## config.mk

```make
export PLATFORM = sky130hd
export DESIGN_NAME = conv_stream_host
export DESIGN_NICKNAME = d
export VERILOG_FILES = /design/src/rtl/conv_pkg.sv /design/src/rtl/stream_buf.sv /design/src/rtl/conv_stream_host.sv
export SDC_FILE = /design/constraint.sdc
export NUM_CORES = 1
export LEC_CHECK = 0
export CORE_MARGIN = 10
export CORE_UTILIZATION = 32
export DETAILED_ROUTE_END_ITERATION = 16
export HOLD_SLACK_MARGIN = 0.1
export MAX_ROUTING_LAYER = met4
export PLACE_DENSITY_LB_ADDON = 0.3
export SLEW_MARGIN = 20
export SYNTH_ARGS = -nofsm -noshare
export SYNTH_HDL_FRONTEND = slang
export SYNTH_SLANG_ARGS = --single-unit
```

## constraint.sdc

```tcl
create_clock -name clk -period 3.95 [get_ports clk]
set_clock_uncertainty 0.2 [all_clocks]
set_input_delay 0.395 -clock clk [delete_from_list [all_inputs] [get_ports clk]]
set_output_delay 0.395 -clock clk [all_outputs]
set_load 0.01 [all_outputs]
```

## src/rtl/conv_pkg.sv

```systemverilog
// Shared sizing and state encoding for the convolution stream host.
package conv_pkg;
  localparam int T       = 16;
  localparam int X_COUNT = 16;
  localparam int F_COUNT = 8;
  localparam int Y_COUNT = X_COUNT - F_COUNT + 1;
  localparam int ADDR_X  = $clog2(X_COUNT);
  localparam int ADDR_Y  = $clog2(Y_COUNT);

  typedef enum logic [1:0] {LOAD, SEND, RECV, DONE} host_state_t;
endpackage

```

## src/rtl/stream_buf.sv

```systemverilog
// Single-write-port sample buffer; REG_RD selects registered (1) or async (0) read.
module stream_buf #(
  parameter int W      = 16,
  parameter int DEPTH  = 16,
  parameter int AW     = 4,
  parameter bit REG_RD = 1'b0
) (
  input  logic          clk_i,
  input  logic          rst_ni,
  input  logic          we_i,
  input  logic [AW-1:0] waddr_i,
  input  logic [W-1:0]  wdata_i,
  input  logic [AW-1:0] raddr_i,
  output logic [W-1:0]  rdata_o
);
  logic [W-1:0] mem_q [DEPTH];
  logic [W-1:0] rd_word;

  // Storage is deliberately left unreset.
  always_ff @(posedge clk_i) begin
    if (we_i) mem_q[waddr_i] <= wdata_i;
  end

  // Addresses beyond the populated depth read as zero.
  always_comb begin
    rd_word = '0;
    if (32'(raddr_i) < DEPTH) rd_word = mem_q[raddr_i];
  end

  if (REG_RD) begin : g_reg_rd
    logic [W-1:0] rdata_q;
    always_ff @(posedge clk_i or negedge rst_ni) begin
      if (!rst_ni) rdata_q <= '0;
      else         rdata_q <= rd_word;
    end
    assign rdata_o = rdata_q;
  end else begin : g_async_rd
    logic unused_rst;
    assign unused_rst = rst_ni;
    assign rdata_o    = rd_word;
  end
endmodule

```

## src/rtl/conv_stream_host.sv

```systemverilog
// Frame loader / x-stream source / y-stream sink for the 1-D conv layer.
// Define CONV_HOST_THROTTLE_EN to limit both streams to one beat per two cycles.
module conv_stream_host
  import conv_pkg::*;
#(
  parameter int T       = conv_pkg::T,
  parameter int X_COUNT = conv_pkg::X_COUNT,
  parameter int F_COUNT = conv_pkg::F_COUNT,
  parameter int Y_COUNT = X_COUNT - F_COUNT + 1,
  parameter int ADDR_X  = $clog2(X_COUNT),
  parameter int ADDR_Y  = $clog2(Y_COUNT)
) (
  input  logic              clk,
  input  logic              reset,
  input  logic [T-1:0]      ld_data,
  input  logic              ld_valid,
  output logic              ld_ready,
  output logic [T-1:0]      m_data_out_x,
  output logic              m_valid_x,
  input  logic              m_ready_x,
  input  logic [T-1:0]      s_data_in_y,
  input  logic              s_valid_y,
  output logic              s_ready_y,
  input  logic [ADDR_Y-1:0] rd_addr,
  output logic [T-1:0]      rd_data,
  output logic              done,
  input  logic              next
);
  host_state_t       state_q, state_d;
  logic [ADDR_X-1:0] tx_idx_q, tx_idx_d;
  logic [ADDR_Y-1:0] y_idx_q, y_idx_d;
  logic [T-1:0]      tx_word;
  logic              ld_fire, x_fire, y_fire;
  logic              x_gate, y_gate;

`ifdef CONV_HOST_THROTTLE_EN
  logic tog_q, pend_q, gap_q;
  // A stalled valid stays up via pend_q; gap_q keeps a stall-resolved beat from running back-to-back.
  always_ff @(posedge clk or negedge reset) begin
    if (!reset) begin
      tog_q  <= 1'b0;
      pend_q <= 1'b0;
      gap_q  <= 1'b0;
    end else begin
      tog_q  <= ~tog_q;
      pend_q <= m_valid_x & ~m_ready_x;
      gap_q  <= x_fire;
    end
  end
  assign x_gate = pend_q | (tog_q & ~gap_q);
  assign y_gate = tog_q;
`else
  assign x_gate = 1'b1;
  assign y_gate = 1'b1;
`endif

  assign ld_ready     = (state_q == LOAD);
  assign m_valid_x    = (state_q == SEND) & x_gate;
  assign s_ready_y    = (state_q == RECV) & y_gate;
  assign done         = (state_q == DONE);
  assign m_data_out_x = (state_q == SEND) ? tx_word : '0;

  assign ld_fire = ld_valid & ld_ready;
  assign x_fire  = m_valid_x & m_ready_x;
  assign y_fire  = s_valid_y & s_ready_y;

  always_comb begin
    state_d  = state_q;
    tx_idx_d = tx_idx_q;
    y_idx_d  = y_idx_q;
    case (state_q)
      LOAD: if (ld_fire) begin
        if (tx_idx_q == ADDR_X'(X_COUNT - 1)) begin
          tx_idx_d = '0;
          state_d  = SEND;
        end else tx_idx_d = tx_idx_q + ADDR_X'(1);
      end
      SEND: if (x_fire) begin
        if (tx_idx_q == ADDR_X'(X_COUNT - 1)) begin
          tx_idx_d = '0;
          state_d  = RECV;
        end else tx_idx_d = tx_idx_q + ADDR_X'(1);
      end
      RECV: if (y_fire) begin
        if (y_idx_q == ADDR_Y'(Y_COUNT - 1)) begin
          y_idx_d = '0;
          state_d = DONE;
        end else y_idx_d = y_idx_q + ADDR_Y'(1);
      end
      DONE: if (next) state_d = LOAD;
      default: state_d = LOAD;
    endcase
  end

  always_ff @(posedge clk or negedge reset) begin
    if (!reset) begin
      state_q  <= LOAD;
      tx_idx_q <= '0;
      y_idx_q  <= '0;
    end else begin
      state_q  <= state_d;
      tx_idx_q <= tx_idx_d;
      y_idx_q  <= y_idx_d;
    end
  end

  stream_buf #(.W(T), .DEPTH(X_COUNT), .AW(ADDR_X), .REG_RD(1'b0)) u_txbuf (
    .clk_i   (clk),
    .rst_ni  (reset),
    .we_i    (ld_fire),
    .waddr_i (tx_idx_q),
    .wdata_i (ld_data),
    .raddr_i (tx_idx_q),
    .rdata_o (tx_word)
  );

  stream_buf #(.W(T), .DEPTH(Y_COUNT), .AW(ADDR_Y), .REG_RD(1'b1)) u_ybuf (
    .clk_i   (clk),
    .rst_ni  (reset),
    .we_i    (y_fire),
    .waddr_i (y_idx_q),
    .wdata_i (s_data_in_y),
    .raddr_i (rd_addr),
    .rdata_o (rd_data)
  );
endmodule

```

# Word-level counts from Yosys, hierarchy flattened
# Memory sizes are Yosys's and may differ from the RTL's.
# Index checks and enable logic that the tools add are counted.
[classes]
order_cmp = 1
n_mul = 0
shifts = 0
bitwise = 3
n_div = 0
n_eq_ne = 12
muxes = 19
reduce_logical = 5
n_addsub = 2
[op_table]
columns = ["op", "n"]
rows = [
  ["two-way mux 16 bit", 2],
  ["two-way mux 4 bit", 4],
  ["two-way mux 2 bit", 7],
  ["!= test 2 x 1 -> 1 bit (second input constant)", 7],
  ["adder 4 x 1 -> 4 bit (second input constant)", 2],
  ["== test 4 bit (second input constant)", 2],
  ["one-hot mux 2 bit (4 select lines)", 1],
  ["one-hot mux 4 bit (2 select lines)", 1],
  ["AND reduction 7 bit", 1],
  ["== test 2 bit (second input constant)", 2],
  ["less-than comparator 4 bit (second input constant)", 1],
  ["two-way mux 1 bit", 4],
  ["AND 1 bit", 3],
  ["AND reduction 3 bit", 1],
  ["== test 2 x 1 -> 1 bit (second input constant)", 1],
  ["zero test 2 bit", 1],
  ["AND reduction 2 bit", 1],
  ["nonzero test 2 bit", 1],
]
[totals]
ff_bits = 26
latchBits = 0
inputBits = 42
mem_count = 2
word_cells = 48
mem_bits_ro = 0
out_inout_bits = 36
ramBits = 400
[memory_table]
columns = ["name", "depth", "width", "rd", "rd_clocked_by_memory_dff", "write_ports", "line", "source"]
rows = [
  ["u_txbuf.mem_q", 16, 16, 1, 0, 1, "stream_buf.sv:16", "logic [W-1:0] mem_q [DEPTH];"],
  ["u_ybuf.mem_q", 9, 16, 1, 0, 1, "stream_buf.sv:16", ""],
]

# Logic depth before layout (Yosys ltp)
# Gate-level depths: netlist of run 1.
[logic_depth]
ltp_word = 4
mapped_depth = 7
mapped_depth_nobuf = 6

# By module
# Synthesis of run 1 repeated with hierarchy kept, for this count alone.
[unflattened]
hier_cells = 824
area_unflattened_um2 = 16559.6
[modules_own_cells]
columns = ["module", "area_per_inst_um2", "seq_area_each_um2", "cells_per_inst", "n_inst"]
rows = [
  ["stream_buf (u_txbuf)", 9723.1, 7687.4, 416, 1],
  ["stream_buf (u_ybuf)", 6068.3, 4724.5, 331, 1],
  ["conv_stream_host", 768.2, 250.2, 77, 1],
]

# Worst setup path before layout of run 1
# OpenSTA, ideal clock, no wires.
[synth_timing]
kind = "register to register"
start = "reg tx_idx_q[1]"
end = "mem u_txbuf.mem_q[8][0] (enable)"
required_ns = 3.341
setup_time_ns = 0.409
n_path_buf = 3
t_arrival_ns = 2.346
synth_period_minus_slack_ns = 2.955
path_slack_ns = 0.995
stages_incl_launch_ff = 8
cell_sequence = "dfrtp_1 -> buf_2 -> buf_4 -> buf_2 -> inv_1 -> ha_1 -> nand2_1 -> nor3_1"
[synth_rtl]
columns = ["item", "line", "source"]
rows = [
  ["start: declaration", "conv_stream_host.sv:30", "logic [ADDR_X-1:0] tx_idx_q, tx_idx_d;"],
  ["start signal: assignment", "conv_stream_host.sv:102", "tx_idx_q <= tx_idx_d;"],
  ["end: declaration", "stream_buf.sv:16", ""],
]
# No word-level cell before the write port.

# Worst setup path in the final report of run 1
[layout_timing]
start = "reg state_q[1]"
end = "out m_data_out_x[14]"
[layout_via]
elab_chain_len = 2
[layout_lines]
columns = ["item", "line", "source"]
rows = [
  ["start: declaration", "conv_stream_host.sv:29", "host_state_t state_q, state_d;"],
  ["start signal: assignment", "conv_stream_host.sv:101", "state_q <= state_d;"],
  ["== test 2 x 1 -> 1 bit", "conv_stream_host.sv:61", "assign m_data_out_x = (state_q == SEND) ? tx_word : '0;"],
  ["two-way mux 16 bit", "conv_stream_host.sv:61", ""],
  ["end: declaration", "conv_stream_host.sv:18", "output logic [T-1:0] m_data_out_x,"],
]
# Every way passes these cells.

==> flow_summary.yaml, run 1 <==
logic_synthesis:
  synth-xor-area-share: 0.000527
  synthMuxAreaShare: 0.133
  postSynthNetCount: 901
  synth-compound-area-share: 0.0464
  synthSimpleGateAreaFrac: 0.0295
  syn_inst: 844
  synth-seq-area-share: 0.762
  synth.ff_latch_count: 426
  yosys.cell_types.count: 43
  avgSynthCellArea_um2: 19.7
  synth_top_family_by_area: "multiplexers"
  synthesized_area_fraction_occupied_by_adder_cells: 0.0113
  post_synth_instance_area_um2: 16600
  yosys_warnings: 0
timing:
  rsz0062_at_grt: "false"
  slew_viol_final: 0
  final_worst_path_setup_slack_ns: 0.249
  finalHoldViolCount: 0
  worst_slew_pin_slew_ns: 0.881
  slew-limit-headroom: 0.411
  report.final.setup_viol: 0
  finalCritPeriodShare: 0.937
  setup-tns-final_ns: 0
  layout_min_cycle_time_ns: 3.70
  timing.fmax_mhz: 270
placement:
  port_buffers: 77
  placer_congestion_estimate: 0.722
  detailed_place_hpwl_um: 22200
  cell_area_placed_um2: 18400
  dpl_worst_slack_ns: 0.704
floorplanning:
  floorplan.die_area_um2: 61500
  placement_rows: 83
  floorplan.die.width_um: 248
  io_pins: 78
  core_region_area_um2: 51400
  floorplan.initialDensity: 0.323
  floorplan.die.height_um: 248
drt:
  drt-vias-per-instance: 4.79
  detailroute.via_count: 8126
  drt-initial-drc-count: 556
  routed_wl_um: 37200
  drc: 0
  ant_nets: 0
  routedWlPerCell_um: 21.9
  dr.pass1.iters: 6
cts:
  cts_root_buf: "sky130_fd_sc_hd__clkbuf_16"
  post_cts.resized_instances: 0
  worst_setup_hold_path_clk_slew_ns: 0.06
  clock_net_sink_count: 426
  cts_max_level: 2
  cts-root-to-sink-buffers: 3
  insertion_delay_ns: 0.58
  cts_inserted_buffers: 45
  clock_tree_from_tritoncts: "done"
power_and_ir_drop:
  power.leakage_nw: 6.49
  irDropWorstVdd_mv: 0.360
  power_density_nw_per_um2: 600
final_layout:
  area_growth_syn_to_layout_pct: 19.6
  final_design_area_no_fill_um2: 19900
  most_common_cell_after_layout_fill_and_taps_aside: "sky130_fd_sc_hd__edfxtp_1"
  design.final.nets: 1036
  drive_gt1_frac: 0.226
  layout_common_cells: "sky130_fd_sc_hd__edfxtp_1, sky130_fd_sc_hd__clkdlybuf4s50_1, sky130_fd_sc_hd__mux2_2"
run_status:
  run_status: "finished clean"
worst_setup_path:
  cell_depth_of_the_worst_flop_to_flop_path: 6
  worst-setup-path-type: "register to output pin"
  reg2reg_from: "tx_idx_q[1]$_DFFE_PN0P_"
  reg2reg_to: "u_txbuf.mem_q[1][11]$_DFFE_PP_"
  critical_path_required_ns: 3.36
  critPathLaunchType: "register"
  rrSetupSlack_ns: 1.14
  worstSetupEndpointType: "output pin"
  cp_data_arrival_time_ns: 3.11
  worstPathMaxFanout: 13
hold_path:
  min_path_type: "register to register"
  hold_path.startpoint: "u_ybuf.mem_q[8][7]$_DFFE_PP_"
  worst_hold_path.endpoint: "u_ybuf.rdata_o[7]$_DFF_PN0_"
  cells_on_worst_hold_path: 2
global_routing:
  number_of_global_route_vias_before_repair: 8708
  grt_start_max_net_pins: 55
  remaining_global_route_overflow: 0
  grt_pass1_wl_um: 55900
  number_of_antenna_violations_at_the_first_check_in_global_routing: 3
  grt_usage: 0.125
run:
  max_cap_violations: 0
## flip-flops by register name, indices dropped and copies added (netlist names)
| signal | cells |
|---|---|
| y_idx_q | 4 |
| state_q | 2 |
| u_ybuf.rdata_o | 16 |
| tx_idx_q | 4 |
| u_txbuf.mem_q | 256 |
| u_ybuf.mem_q | 144 |
## cells by family after synthesis
logic type / count (synthesis)
flip-flops: 426
multiplexers: 146
AO/OA/AOI/OAI: 108
AND/OR/NAND/NOR: 101
buffers and inverters: 47
adder cells (fa/ha/maj): 15
XOR/XNOR: 1
## through the flow
step / hold slack, ns / total power (W) / utilization / std cells
floorplan: -0.101 / 0.00706 / - / 844
global placement: 0.247 / 0.00804 / 0.359 / 1610
detailed placement: 0.248 / 0.00806 / 0.359 / 1610
CTS: 0.260 / 0.0121 / 0.386 / 1692
global route: 0.279 / 0.0125 / 0.387 / 1696
finish: 0.258 / 0.0119 / 0.387 / 1696
## metal layers
metal / up-vias / share of wire / GRT usage
met5: - / 0 / -
met4: 0 / 0.028 / 0.0455
met3: 60 / 0.043 / 0.0237
met2: 169 / 0.50 / 0.205
met1: 4174 / 0.43 / 0.152
li1: 3723 / - / -
## synthesized netlist by cell type, drive strengths merged
library cell,n,share of area
nand3,3,0.00090
and2,8,0.0030
o21ai,17,0.0051
o2111ai,1,0.00053
o32a,1,0.00060
and3b,1,0.00053
nor2b,6,0.0023
mux2i,34,0.020
o31ai,16,0.0072
mux4,48,0.069
nand2,35,0.0079
a31oi,2,0.00075
ha,15,0.011
o22ai,15,0.0056
nor2,26,0.0059
xnor2,1,0.00053
edfxtp,400,0.72
inv,7,0.0016
nor3b,3,0.0023
and3,2,0.00075
nand2b,5,0.0019
nand3b,2,0.00090
or2,1,0.00038
dfrtp,26,0.039
a21oi,2,0.00060
a22oi,31,0.014
o211a,1,0.00060
o221ai,17,0.0090
nor4,1,0.00038
buf,27,0.012
mux2,64,0.043
a22o,2,0.0011
clkbuf,13,0.0035
a21o,3,0.0014
nor3,8,0.0024
## report_power, final
group	total [W]	switching (W)	leakage [nW]	internal, W
clock	0.00398	0.00173	0.686	0.00224
combinational	0.00258	0.00136	1.88	0.00122
sequential	0.00537	0.000197	3.92	0.00517
## what timing repair did
action / in CTS / in global routing
buffers inserted: 0 / 1
endpoints found under the setup margin: 0 / 1
endpoints found under the hold margin: 10 / 0
hold buffers: 1 / 0
## cell type report
cell class | count | area (um2)
Fill cell | 4710 | 31500
Sequential cell | 426 | 12700
Multi-Input combinational cell | 371 | 3730
Clock buffer | 58 | 1200
Timing Repair Buffer | 128 | 1200
Tap cell | 680 | 851
Clock inverter | 23 | 201
Inverter | 7 | 26.3
Antenna cell | 3 | 7.51
## critical path, stage by stage (launching register included)
cell and delay [ns]:
sky130_fd_sc_hd__dfrtp_1 0.42, sky130_fd_sc_hd__inv_1 0.14, sky130_fd_sc_hd__ha_1 0.29, sky130_fd_sc_hd__nand2_1 0.57, sky130_fd_sc_hd__buf_4 0.38, sky130_fd_sc_hd__o21ai_1 0.17
sky130_fd_sc_hd__clkdlybuf4s50_1 0.56
## worst max-delay path by stage
stage                                  from                             to  slack (ns)  cells past startpoint
detailed placement  tx_idx_q[1]$_DFFE_PN0P_               m_data_out_x[14]        0.70                      5
global route         state_q[1]$_DFFE_PN0P_                m_data_out_x[5]        0.12                      6
CTS                 tx_idx_q[1]$_DFFE_PN0P_               m_data_out_x[14]        0.07                      5
floorplan           tx_idx_q[1]$_DFFE_PN0P_  u_txbuf.mem_q[8][0]$_DFFE_PP_         1.0                      7
global placement    tx_idx_q[1]$_DFFE_PN0P_               m_data_out_x[14]        0.72                      5
finish               state_q[1]$_DFFE_PN0P_               m_data_out_x[14]        0.25                      6
Note: power is estimated with default switching activity, not from simulation.
==> run 2: changes to the inputs <==
PLACE_DENSITY_LB_ADDON = not set   (was 0.3)
==> flow_summary.yaml, run 2 (same netlist as run 1, synthesis figures left out) <==
timing:
  finalHoldViolCount: 0
  report.final.setup_viol: 0
  rsz0062_at_grt: "false"
  layout_min_cycle_time_ns: 3.68
  worst_slew_pin_slew_ns: 0.807
  finalCritPeriodShare: 0.931
  timing.fmax_mhz: 272
  slew-limit-headroom: 0.461
  slew_viol_final: 0
  setup-tns-final_ns: 0
global_routing:
  remaining_global_route_overflow: 0
  grt_pass1_wl_um: 54100
  number_of_antenna_violations_at_the_first_check_in_global_routing: 1
  number_of_global_route_vias_before_repair: 8593
  grt_usage: 0.120
  grt_start_max_net_pins: 40
drt:
  drt-vias-per-instance: 4.87
  routed_wl_um: 35800
  drc: 0
  dr.pass1.iters: 7
  route.layer.met1.wl_um: 16100
  detailroute.wirelength.met3_um: 1720
  topRoutingLayerUsed: "met4"
  drt-initial-drc-count: 617
  ant_nets: 0
  met2_wirelength_um: 17100
  routedWlPerCell_um: 21.2
  detailroute.via_count: 8220
worst_setup_path:
  worstPathMaxFanout: 16
  worstSetupEndpointType: "output pin"
  worst-setup-path-type: "register to output pin"
  rrSetupSlack_ns: 1.20
  critical_path_required_ns: 3.36
  cp_data_arrival_time_ns: 3.08
  cell_depth_of_the_worst_flop_to_flop_path: 6
  reg2reg_to: "u_ybuf.mem_q[5][5]$_DFFE_PP_"
  reg2reg_from: "state_q[0]$_DFFE_PN0P_"
  critPathLaunchType: "register"
final_layout:
  area_used_by_multi_input_combinational_logic_um2: 3700
  drive_gt1_frac: 0.212
  layout.area.seq_um2: 12700
  most_common_cell_after_layout_fill_and_taps_aside: "sky130_fd_sc_hd__edfxtp_1"
  final_design_area_no_fill_um2: 19800
  area_growth_syn_to_layout_pct: 19.3
  largest_register_ff_count: 256
  layout_common_cells: "sky130_fd_sc_hd__edfxtp_1, sky130_fd_sc_hd__clkdlybuf4s50_1, sky130_fd_sc_hd__mux2_2"
  register_ranked_first_by_flip_flop_count: "u_txbuf.mem_q"
  final_cell_count_no_fill: 1688
  design.final.nets: 1029
  n_fill_cell: 4682
floorplanning:
  floorplan.initialDensity: 0.323
  floorplan.die.width_um: 248
  io_pins: 78
  floorplan.die_area_um2: 61500
  placement_rows: 83
  floorplan.die.height_um: 248
  core_region_area_um2: 51400
cts:
  cts_max_level: 2
  cts-root-to-sink-buffers: 3
  cts_inserted_buffers: 44
  insertion_delay_ns: 0.58
  clock_net_sink_count: 426
  clock_tree_from_tritoncts: "done"
  cts_root_buf: "sky130_fd_sc_hd__clkbuf_16"
  worst_setup_hold_path_clk_slew_ns: 0.06
run_status:
  run_status: "finished clean"
placement:
  cell_area_placed_um2: 18400
  port_buffers: 77
  placedCellCount: 1605
  detailed_place_hpwl_um: 21500
  placer_congestion_estimate: 0.734
power_and_ir_drop:
  finalPower_w: 0.0120
  power_density_nw_per_um2: 605
  irDropWorstVdd_mv: 0.386
  power.leakage_nw: 6.48
hold_path:
  min_path_type: "input pin to asynchronous set/reset pin"
run:
  max_cap_violations: 0
[run 2: cell types whose count changed in the layout (fill, tap and decap cells not counted), moves of 2 or more]
| cell | change |
|---|---|
| sky130_fd_sc_hd__bufinv_16 | +3 |
| sky130_fd_sc_hd__nor2_1 | +12 |
| sky130_fd_sc_hd__nor2_2 | -12 |
| sky130_fd_sc_hd__clkbuf_1 | +2 |
| sky130_fd_sc_hd__buf_4 | -6 |
| sky130_fd_sc_hd__clkinv_1 | -2 |
| sky130_fd_sc_hd__clkbuf_8 | -2 |
| sky130_fd_sc_hd__diode_2 | -2 |
| sky130_fd_sc_hd__clkinv_2 | +2 |
[run 2: worst max-delay path: stages, from the launching register on]
cell	delay (ns)
sky130_fd_sc_hd__dfrtp_1	0.43
sky130_fd_sc_hd__inv_1	0.14
sky130_fd_sc_hd__ha_1	0.26
sky130_fd_sc_hd__nand2_1	0.51
sky130_fd_sc_hd__o21ai_1	0.51
sky130_fd_sc_hd__clkdlybuf4s50_1	0.62
[run 2: report_power, final]
| group | switching [W] | internal [W] | leakage [nW] |
|---|---|---|---|
| combinational | 0.00133 | 0.00121 | 1.85 |
| clock | 0.00174 | 0.00236 | 0.705 |
| sequential | 0.000193 | 0.00517 | 3.92 |
| total | 0.00326 | 0.00874 | 6.48 |
[run 2: how the worst max path moves through the flow]
| stage | start | end | cells after the start |
|---|---|---|---|
| global route | tx_idx_q[1]$_DFFE_PN0P_ | m_data_out_x[12] | 6 |
| CTS | state_q[1]$_DFFE_PN0P_ | m_data_out_x[13] | 6 |
| global placement | state_q[1]$_DFFE_PN0P_ | m_data_out_x[13] | 6 |
| floorplan | tx_idx_q[1]$_DFFE_PN0P_ | u_txbuf.mem_q[8][0]$_DFFE_PP_ | 7 |
| finish | state_q[1]$_DFFE_PN0P_ | m_data_out_x[11] | 5 |
| detailed placement | state_q[1]$_DFFE_PN0P_ | m_data_out_x[13] | 6 |
[run 2: layout make-up]
class | instances | share of cell area
Tap cell | 680 | 0.0429
Inverter | 7 | 0.00132
Clock inverter | 24 | 0.0143
Antenna cell | 1 | 0.000126
Clock buffer | 57 | 0.0585
Timing Repair Buffer | 122 | 0.0580
Multi-Input combinational cell | 371 | 0.186
Sequential cell | 426 | 0.638
[run 2: repair_timing]
action	4_1_cts	5_1_grt
hold buffers	1	0
endpoints found under the hold margin	26	0
buffers inserted	0	0
setup endpoints to repair	0	10
resized for setup	0	1
[run 2: per-stage QoR]
step | worst slack, ns | hold WS, ns | util
after floorplan | 0.995 | -0.101 | -
after global placement | 0.639 | 0.234 | 0.358
after detailed placement | 0.649 | 0.239 | 0.358
after CTS | 0.00302 | 0.243 | 0.386
after global routing | 0.108 | 0.265 | 0.386
final | 0.274 | 0.236 | 0.386
[run 2: per-layer routing]
metal | global-route usage | up-vias
met1 | 0.153 | 4283
met3 | 0.0241 | 59
met5 | - | -
li1 | - | 3702
met4 | 0.0359 | 0
met2 | 0.190 | 176
==> patch (config.mk and constraints of run 1) <==
Set the parameter `REG_RD` to 1'b0 (it was 1'b1).
--- a/src/rtl/conv_stream_host.sv
+++ b/src/rtl/conv_stream_host.sv
@@ -114,7 +114,7 @@
     .rdata_o (tx_word)
   );
 
-  stream_buf #(.W(T), .DEPTH(Y_COUNT), .AW(ADDR_Y), .REG_RD(1'b1)) u_ybuf (
+  stream_buf #(.W(T), .DEPTH(Y_COUNT), .AW(ADDR_Y), .REG_RD(1'b0)) u_ybuf (
     .clk_i   (clk),
     .rst_ni  (reset),
     .we_i    (y_fire),
Function: same outputs for any inputs over 10 cycles, from zero or initial values and one cycle with reset low; that may be too few to reach the edited logic, so the function may still have changed.
==> patch against run 1 <==
  * Power shrank 1.6%
  * Fmax is 0.26% lower
  * Combinational power hardly changed
  * Sequential cell count is 16 lower
  * Routed wire length decreased by 4.8%
  * Synthesized area down 2.4%
  * Global-route usage fell by 0.28 points
  * Register-to-register slack better by 0.13 ns
  * Final area is 2.6% lower
  * Setup slack lost 0.0097 ns
  * Via count is 0.28% lower
==> patch: results (changes against run 1) <==
Hold Crit Start s_valid_y; VDD IR max 0.3654 mV (+1.4%); Post-Synth XOR/XNOR Area 0.0005397 (+0.00001300); layout cells sized above 1 0.2148 (-0.01127); initial antenna violation count 0 (-3); Total Routed Length 35400 um (-4.8%); Routability Congestion 0.7572 (+4.8%); register area share after synthesis 0.7556 (-0.005884); Synth Area in Compound Gates 0.04757 (+0.001146); syn_nets 885 (-1.8%); final layout net count 1010 (-2.5%); Crit Path Max Fanout 59 (+46); mux contribution to synthesized area 0.1364 (+0.003285); ANT cells 0 (-3); vias per inst 4.884 (+1.9%); drt first-iter violations 569 (+2.3%); CP peak stage delay 0.66 ns (+0.09 ns); largest net degree at the start of global routing 60 (+9.1%); synth top area cells edfxtp_1, mux2_2, mux4_2; switching power total 0.003265 W (-0.78%); first-pass GRT wire length 54510 um (-2.5%); slowest CP cell clkdlybuf4s50_1; dpl hpwl 21010 um (-5.4%); Max-slew headroom 0.5137 (+0.1027); Worst Hold Class in2reg; status complete, no violations; Post-Synth Adder-Cell Area 0.01157 (+0.0002785)
==> patch: cell count changes after synthesis, sizes merged <==
cell	change
dfrtp	-16
==> patch: final timing paths <==
path / end / slack, ns / cells after the start
worst max register to register: u_txbuf.mem_q[8][15] / 1.27 / 6
max in group asynchronous: tx_idx_q[1] / 2.63 / 2
worst min register to register: y_idx_q[3] / 0.37 / 1
worst max-delay path: m_data_out_x[8] / 0.24 / 5
min in group asynchronous: y_idx_q[0] / 0.52 / 2
worst min-delay path: y_idx_q[2] / 0.32 / 3
==> patch: power by group through the flow <==
| stage | Combinational [W] | Clock [W] | Sequential (W) |
|---|---|---|---|
| after CTS | 0.00262 | 0.00411 | 0.00516 |
| after floorplan | 0.00173 | 0 | 0.00514 |
| final | 0.00258 | 0.00400 | 0.00516 |
| after global routing | 0.00281 | 0.00430 | 0.00519 |
| after detailed placement | 0.00261 | 0 | 0.00525 |
| after global placement | 0.00260 | 0 | 0.00524 |
==> patch: what timing repair did <==
item / CTS / global route
endpoints found under the hold margin: 10 / 0
hold buffers: 1 / 0
buffers inserted: 0 / 0
gates resized for setup: 0 / 3
endpoints found under the setup margin: 0 / 1
==> patch: per-layer routing <==
layer  GRT usage  vias up  routed length [um]
li1            -     3656                   -
met1      0.1601     4190               15970
met2      0.1900      198               17020
met3     0.02346       59                1677
met4     0.03708        0                 743
met5           -        -                   0
==> patch: final cells by class <==
| class | instances | area [um2] |
|---|---|---|
| fillers | 4522 | 30800 |
| flip-flops and latches | 410 | 12270 |
| multi-input cells | 371 | 3719 |
| clock buffers | 53 | 1156 |
| repair buffers | 118 | 1105 |
| well taps | 672 | 840.8 |
| clock inverters | 28 | 257.7 |
| inverters | 7 | 26.28 |
==> patch: kinds of logic (layout without fill, tap and decap cells) <==
family | after synthesis | after routing
flops | 410 | 410
mux | 146 | 146
compound gates | 108 | 108
simple gates | 101 | 101
buf+inv | 47 | 206
fa+ha+maj | 15 | 15
xor+xnor | 1 | 1
==> patch: worst max-delay path, delay by kind of cell, from the launching register on <==
kind / cells / cell delay, ns
compound gates: 2 / 0.71
buf+inv: 2 / 1.05
flops: 1 / 0.63
mux: 1 / 0.13
==> patch: stage by stage <==
step	setup slack, ns	cells
after floorplan	0.9952	828
after global placement	0.6308	1577
after detailed placement	0.5837	1577
after CTS	0.06041	1659
after global routing	0.09142	1659
final	0.2396	1659
